===== config.mk =====
export PLATFORM = sky130hd
export DESIGN_NAME = serial_tx
export DESIGN_NICKNAME = d
export VERILOG_FILES = /design/src/rtl/serial_pkg.sv /design/src/rtl/serial_tx_hold.sv /design/src/rtl/serial_tx.sv
export SDC_FILE = /design/constraint.sdc
export NUM_CORES = 1
export LEC_CHECK = 0
export ABC_AREA = 0
export BUFFER_PORTS_ARGS = -buffer_cell sky130_fd_sc_hd__buf_2
export CAP_MARGIN = 10
export CORE_MARGIN = 4
export CORE_UTILIZATION = 48
export CTS_CLUSTER_SIZE = 20
export DETAILED_ROUTE_END_ITERATION = 8
export PLACE_DENSITY = 0.69
export SLEW_MARGIN = 20
export SYNTH_ARGS = -nofsm -noshare
export SYNTH_HDL_FRONTEND = slang
export SYNTH_HIERARCHICAL = 1
export SYNTH_SLANG_ARGS = --single-unit

===== constraint.sdc =====
create_clock -name clk -period 1.79 [get_ports clk]
set_input_delay 0.358 -clock clk [delete_from_list [all_inputs] [get_ports clk]]
set_output_delay 0.358 -clock clk [all_outputs]
set_load 0.01 [all_outputs]

===== src/rtl/serial_pkg.sv =====
// ============================================================================
// Module      : serial_pkg
// Description : Shared types, constants and helpers for the serial transmitter.
// Revision    : 1.0 - initial release
// ============================================================================
`default_nettype none

package serial_pkg;

    localparam int SER_WIDTH     = 4;
    localparam int SER_MAX_WIDTH = 32;

    typedef enum logic [1:0] {
        ST_IDLE   = 2'd0,
        ST_SHIFT  = 2'd1,
        ST_PARITY = 2'd2
    } tx_state_t;

    // Callers zero-extend narrower words; padding does not change even parity.
    function automatic logic even_parity(input logic [SER_MAX_WIDTH-1:0] data);
        return ^data;
    endfunction

endpackage

`default_nettype wire


===== src/rtl/serial_tx_hold.sv =====
// ============================================================================
// Module      : serial_tx_hold
// Description : One-entry valid/ready holding register feeding the shifter.
// Revision    : 1.0 - initial release
// ============================================================================
`default_nettype none

module serial_tx_hold #(
    parameter int WIDTH = 4
) (
    input  logic             clk,
    input  logic             reset,
    input  logic [WIDTH-1:0] din,
    input  logic             din_valid,
    output logic             din_ready,
    input  logic             pop,
    output logic [WIDTH-1:0] dout,
    output logic             full
);

    logic             r_full;
    logic [WIDTH-1:0] r_data;
    logic             w_accept;

    // Ready depends only on stored state, never on din_valid.
    assign din_ready = !r_full && !reset;
    assign w_accept  = din_valid && din_ready;

    always_ff @(posedge clk) begin
        if (reset) begin
            r_full <= 1'b0;
            r_data <= '0;
        end else if (w_accept) begin
            r_full <= 1'b1;
            r_data <= din;
        end else if (pop) begin
            r_full <= 1'b0;
        end
    end

    assign dout = r_data;
    assign full = r_full;

endmodule

`default_nettype wire


===== src/rtl/serial_tx.sv =====
// ============================================================================
// Module      : serial_tx
// Description : Parallel-in/serial-out transmitter with valid/ready input.
//               Define SERIAL_TX_PARITY_EN to append an even-parity bit.
// Revision    : 1.0 - initial release
// ============================================================================
`default_nettype none

module serial_tx
    import serial_pkg::*;
#(
    parameter int   WIDTH      = SER_WIDTH,
    parameter int   MSB_FIRST  = 1,
    parameter logic IDLE_LEVEL = 1'b0
) (
    input  logic             clk,
    input  logic             reset,
    input  logic [WIDTH-1:0] din,
    input  logic             din_valid,
    output logic             din_ready,
    output logic             serial_out,
    output logic             serial_valid,
    output logic             busy,
    output logic             done
);

    localparam int             CW     = $clog2(WIDTH + 1);
    localparam logic [CW-1:0]  C_LAST = CW'(WIDTH - 1);
    localparam logic [CW-1:0]  C_ONE  = CW'(1);

    tx_state_t        r_state;
    tx_state_t        w_state_next;
    logic [WIDTH-1:0] r_shift;
    logic [WIDTH-1:0] w_shift_next;
    logic [WIDTH-1:0] w_hold_dout;
    logic [CW-1:0]    r_bit_cnt;
    logic             w_hold_full;
    logic             w_load;
    logic             w_last;
    logic             w_cur_bit;

    serial_tx_hold #(
        .WIDTH (WIDTH)
    ) u_hold (
        .clk       (clk),
        .reset     (reset),
        .din       (din),
        .din_valid (din_valid),
        .din_ready (din_ready),
        .pop       (w_load),
        .dout      (w_hold_dout),
        .full      (w_hold_full)
    );

    generate
        if (MSB_FIRST != 0) begin : g_msb_first
            assign w_cur_bit    = r_shift[WIDTH-1];
            assign w_shift_next = {r_shift[WIDTH-2:0], 1'b0};
        end else begin : g_lsb_first
            assign w_cur_bit    = r_shift[0];
            assign w_shift_next = {1'b0, r_shift[WIDTH-1:1]};
        end
    endgenerate

    assign w_last = (r_bit_cnt == C_LAST);
    assign busy   = (r_state != ST_IDLE) || w_hold_full;

`ifdef SERIAL_TX_PARITY_EN
    logic r_parity;

    always_ff @(posedge clk) begin
        if (reset) begin
            r_parity <= 1'b0;
        end else if (w_load) begin
            r_parity <= even_parity(SER_MAX_WIDTH'(w_hold_dout));
        end
    end
`endif

    always_comb begin
        w_state_next = r_state;
        w_load       = 1'b0;
        serial_valid = 1'b0;
        serial_out   = IDLE_LEVEL;
        done         = 1'b0;
        case (r_state)
            ST_IDLE: begin
                if (w_hold_full) begin
                    w_load       = 1'b1;
                    w_state_next = ST_SHIFT;
                end
            end
            ST_SHIFT: begin
                serial_valid = 1'b1;
                serial_out   = w_cur_bit;
                if (w_last) begin
`ifdef SERIAL_TX_PARITY_EN
                    w_state_next = ST_PARITY;
`else
                    done = 1'b1;
                    // Reload straight from hold so consecutive frames have no gap.
                    if (w_hold_full) begin
                        w_load       = 1'b1;
                        w_state_next = ST_SHIFT;
                    end else begin
                        w_state_next = ST_IDLE;
                    end
`endif
                end
            end
            ST_PARITY: begin
`ifdef SERIAL_TX_PARITY_EN
                serial_valid = 1'b1;
                serial_out   = r_parity;
                done         = 1'b1;
                if (w_hold_full) begin
                    w_load       = 1'b1;
                    w_state_next = ST_SHIFT;
                end else begin
                    w_state_next = ST_IDLE;
                end
`else
                w_state_next = ST_IDLE;
`endif
            end
            default: w_state_next = ST_IDLE;
        endcase
    end

    always_ff @(posedge clk) begin
        if (reset) begin
            r_state   <= ST_IDLE;
            r_shift   <= '0;
            r_bit_cnt <= '0;
        end else begin
            r_state <= w_state_next;
            if (w_load) begin
                r_shift   <= w_hold_dout;
                r_bit_cnt <= '0;
            end else if (r_state == ST_SHIFT) begin
                r_shift   <= w_shift_next;
                r_bit_cnt <= r_bit_cnt + C_ONE;
            end
        end
    end

endmodule

`default_nettype wire


# After elaboration in Yosys (flattened, before gate mapping)
# Index checks and enable logic that the tools add are counted.
# classes
eq_ne	4
n_mux	15
reduce_logical	11
addsub	1
# ops
op	count
1-bit 2-to-1 mux	9
4-bit 2-to-1 mux	2
2-bit nonzero test	3
2-bit 2-to-1 mux	2
2-bit case mux with 2 select lines	1
3-bit by 1-bit adder with 3-bit output, second input constant	1
3-bit by 2-bit equality test with 1-bit output, second input constant	1
2-bit by 1-bit equality test with 1-bit output, second input constant	1
1-bit logical AND	2
1-bit zero test	2
2-bit zero test	1
2-bit by 1-bit inequality test with 1-bit output, second input constant	1
2-bit inequality test, second input constant	1
1-bit case mux with 2 select lines	1
2-bit AND reduction	1
2-bit OR reduction	1
1-bit logical OR	1
# totals
elab_cells	36
output_inout_bits	5
reg_bits	14
input_bits	7

# Depth between registers and ports, before layout
# depth
depth_word	5
mapped_depth	6
depth_no_buf	6

# By module
# The synthesis kept the hierarchy.
# modules_own_cells
mod	n_inst	area_each_um2	cells_each	seq_area_each_um2
serial_tx	1	445.4	47	160.2
serial_tx_hold	1	225.2	21	100.1

# Worst setup path after synthesis
# OpenSTA, ideal clock, no wires.
# synth_path
path_kind	reg-to-reg
start	reg r_bit_cnt[0]
end	reg u_hold.r_full, in the netlist u_hold/full
path_stages_with_launch	7
required_ps	1675
setup_ps	115
synth_period_minus_slack_ps	1424
arrival_time_ps	1309
n_path_buf	0
setup_slack_ps	366
cell_sequence	dfxtp_1 -> ha_1 -> ha_1 -> nand2b_4 -> and2_4 -> and2b_1 -> o21ba_1
# synth_between
elab_chain_cells	4
# synth_rtl
item	line	text
start: declaration	serial_tx.sv:36	logic [CW-1:0] r_bit_cnt;
start signal: assignment	serial_tx.sv:142	r_bit_cnt <= r_bit_cnt + C_ONE;
3-bit by 2-bit equality test with 1-bit output	serial_tx.sv:65	assign w_last = (r_bit_cnt == C_LAST);
1-bit 2-to-1 mux	serial_tx.sv:96	if (w_last) begin
1-bit case mux with 2 select lines	serial_tx.sv:86	case (r_state)
named net w_load	serial_tx.sv:38	logic w_load;
2-bit nonzero test (no line)	n/a	
end signal: assignment	serial_tx_hold.sv:31	r_full <= 1'b0;
end signal: assignment	serial_tx_hold.sv:34	r_full <= 1'b1;
end signal: assignment	serial_tx_hold.sv:37	r_full <= 1'b0;
end: declaration	serial_tx_hold.sv:21	logic r_full;
# The timed path passes the listed nets, and every way through them passes these cells.
# A chain may end at the register's enable or synchronous reset.

# Worst setup path after layout
# layout_path
start	reg r_bit_cnt[0]
end	out done
# layout_between
elab_chain_cells	3
# layout_rtl
item	line	text
3-bit by 2-bit equality test with 1-bit output	serial_tx.sv:65	
1-bit 2-to-1 mux	serial_tx.sv:96	
1-bit 2-to-1 mux	serial_tx.sv:86	
end: declaration	serial_tx.sv:24	output logic done
# Every way passes these cells.

==> flow_summary.ini <==
[sta]
rsz0062_at_grt = false
fin_skew_ns = 0.00930
tns_ns = 0
fin_crit_sh_pct = 95.8
hold_viol = 0
finalMaxSlewViolations = 0
worst_slew_pin_slew_ns = 0.373
timing.fmax_mhz = 583
period_needed_ns = 1.71
max-slew-margin-rel_pct = 75.1
setup_viol = 0
finalWorstSetupSlack_ns = 0.0751
holdWs_ns = 0.325

[clock_tree]
hold_buffers = 0
htreeDepth = 1
tritoncts = built
cts_resized = 0
clk-insertion-delay-late_ns = 0.29
cts_root_buf = clkbuf_4
cts_buffer_depth = 2
cts.sinks = 13
postCtsSetupRepairBufs = 0
path_clk_slew_ns = 0.08
cts_buffers = 3

[layout]
insertedDiodeCount = 0
finish.instance_area_um2 = 763
fin_nets = 92
utilization_pct = 58.7
fin_cells = 97
syn_to_final_growth_pct = 13.8
drive_gt1_share_pct = 26.8

[global_routing]
track_usage_pct = 14.7
grt_pass1_wl_mm = 2.10
grt_max_degree = 19
antenna_found_initial = 0
grt-ovfl-total = 0
grt_pass1_vias = 486

[critical_path]
startpoint_type = flop
path_class = flop to output port
ff2ff_path_depth = 6
cp_max_fo = 6
endpoint_kind = output port
cp_data_required_time_ns = 1.43
cp.arrival_ns = 1.36

[power_and_ir_drop]
p_total_mw = 0.645
p_comb_share_pct = 19.0
swShare_pct = 28.6
p_int_mw = 0.461
powerDensity_mw_per_mm2 = 845
switchingPower_mw = 0.185
p_leak_nw = 0.315
power.share.sequential_pct = 52.0
power_frac_clock_pct = 29.1
peakVddDrop_mv = 0.408

[place]
dp_slack_ns = 0.259
dpl.cell_count = 93
port_buffers = 11
routabilityCongestion = 0.803
placed_area_um2 = 737
dpl.hpwl_um = 836

[routing]
ant_nets = 0
wl_mm = 1.20
drc = 0
top_layer = met4
routedWlPerCell_um = 12.3
wl_met1_um = 573
drt_iter0_drc = 6
dr_wl_met2_um = 489
dr.pass1.iters = 4
vias_per_cell = 5.33
vias = 517
wl_met3_um = 100

[logic_synthesis]
syn_nets = 77
synth-seq-cells = 13
synth_area_um2 = 671
synth_top_family_by_area = simple AND/OR/NAND/NOR gates
muxShareOfSynthArea_pct = 1.49
synthCells = 68
synth_top_area_share_pct = 38.8
synth.area.top_cells = dfxtp_1 39%, nand4bb_1 6.7%, nor2_1 4.5%
ys_types = 29
yosys-top-cells-count = 13 x dfxtp_1, 8 x nor2_1
synth_xor_xnor_area_share_pct = 1.31
synth-main-ff-cell = dfxtp_1
synth_top_cell_by_area = dfxtp_1
ys_warn_count = 6
synth-edff-count = 0
syn_area_per_cell_um2 = 9.86
synthAdderAreaFrac_pct = 3.73
synth-compound-area-share_pct = 17.7
synth.most_common_cell = dfxtp_1
ys_seq_area_share_pct = 38.8
synthSimpleGateAreaFrac_pct = 31.3
async_flop_share_pct = 0

[floorplanning]
ioPinCount = 12
dieArea_mm2 = 0.00206
core_area_mm2 = 0.00130
dieWidth_um = 45.4
start_util_pct = 51.5
die_y_um = 45.4
rows = 13

[min_path]
hold_depth = 3
hp-class = input port to flop

[run_status]
status = completed

[flow_run]
maxCapViolCount = 0
cell type report:
class | instances | area, µm²
multi-input combinational | 48 | 373
sequential | 13 | 260
tap | 15 | 18.8
timing repair buffer | 13 | 70.1
clock buffer | 4 | 26.3
inverter | 4 | 15.0
fill | 129 | 538
layout by cell type, fill, tap and decap left out, types with 2 or more instances in the layout:
master     instances
nand4bb_1          4
dfxtp_1           13
nor2_1             8
ha_1               2
nand2_1            2
a21oi_1            2
and2_1             2
clkbuf_4           3
o221a_1            2
nand2b_1           4
and2b_1            2
buf_2             11
a31oi_1            2
buf_4              2
o21ai_0            4
inv_1              4
nor3_2             2
metal layers:
| metal | global-route usage (%) | vias up |
|---|---|---|
| li1 | - | 268 |
| met1 | 17.8 | 225 |
| met2 | 20.6 | 21 |
| met3 | 5.14 | 3 |
| met4 | 12.3 | 0 |
| met5 | 0 | - |
worst max-delay path: stages (launching register included):
cell	delay, ns
dfxtp_1	0.33
ha_1	0.20
ha_1	0.24
and2_1	0.17
buf_2	0.13
path summary, 6_finish.rpt:
kind,start,to,slack [ns]
max reg2reg,r_bit_cnt[0],u_hold/full,0.26
min reg2reg,u_hold/dout[3],u_hold/dout[3],0.48
min,din[1],u_hold/dout[1],0.32
max,r_bit_cnt[0],done,0.08
power by group through the flow:
stage | sequential, mW | clock [mW] | combinational (mW)
after floorplan | 0.336 | 0 | 0.0963
after global placement | 0.341 | 0 | 0.121
after detailed placement | 0.342 | 0 | 0.123
after CTS | 0.335 | 0.194 | 0.124
after global routing | 0.339 | 0.200 | 0.140
final | 0.335 | 0.188 | 0.122
flip-flops by register name, summed over array words and instances (netlist names):
name / cells
u_hold/full: 1
r_shift: 4
r_bit_cnt: 3
u_hold/dout: 4
r_state: 1
kinds of logic (layout without fill, tap and decap cells):
logic type,Yosys count,count (layout)
and+or+nand+nor,30,30
AOI/OAI and AO/OA,14,14
DFF,13,13
buffers and inverters,7,21
adders and majority gates,2,2
xor gates and xnor gates,1,1
muxes,1,1
No activity file was read; power rests on OpenSTA's default activity.
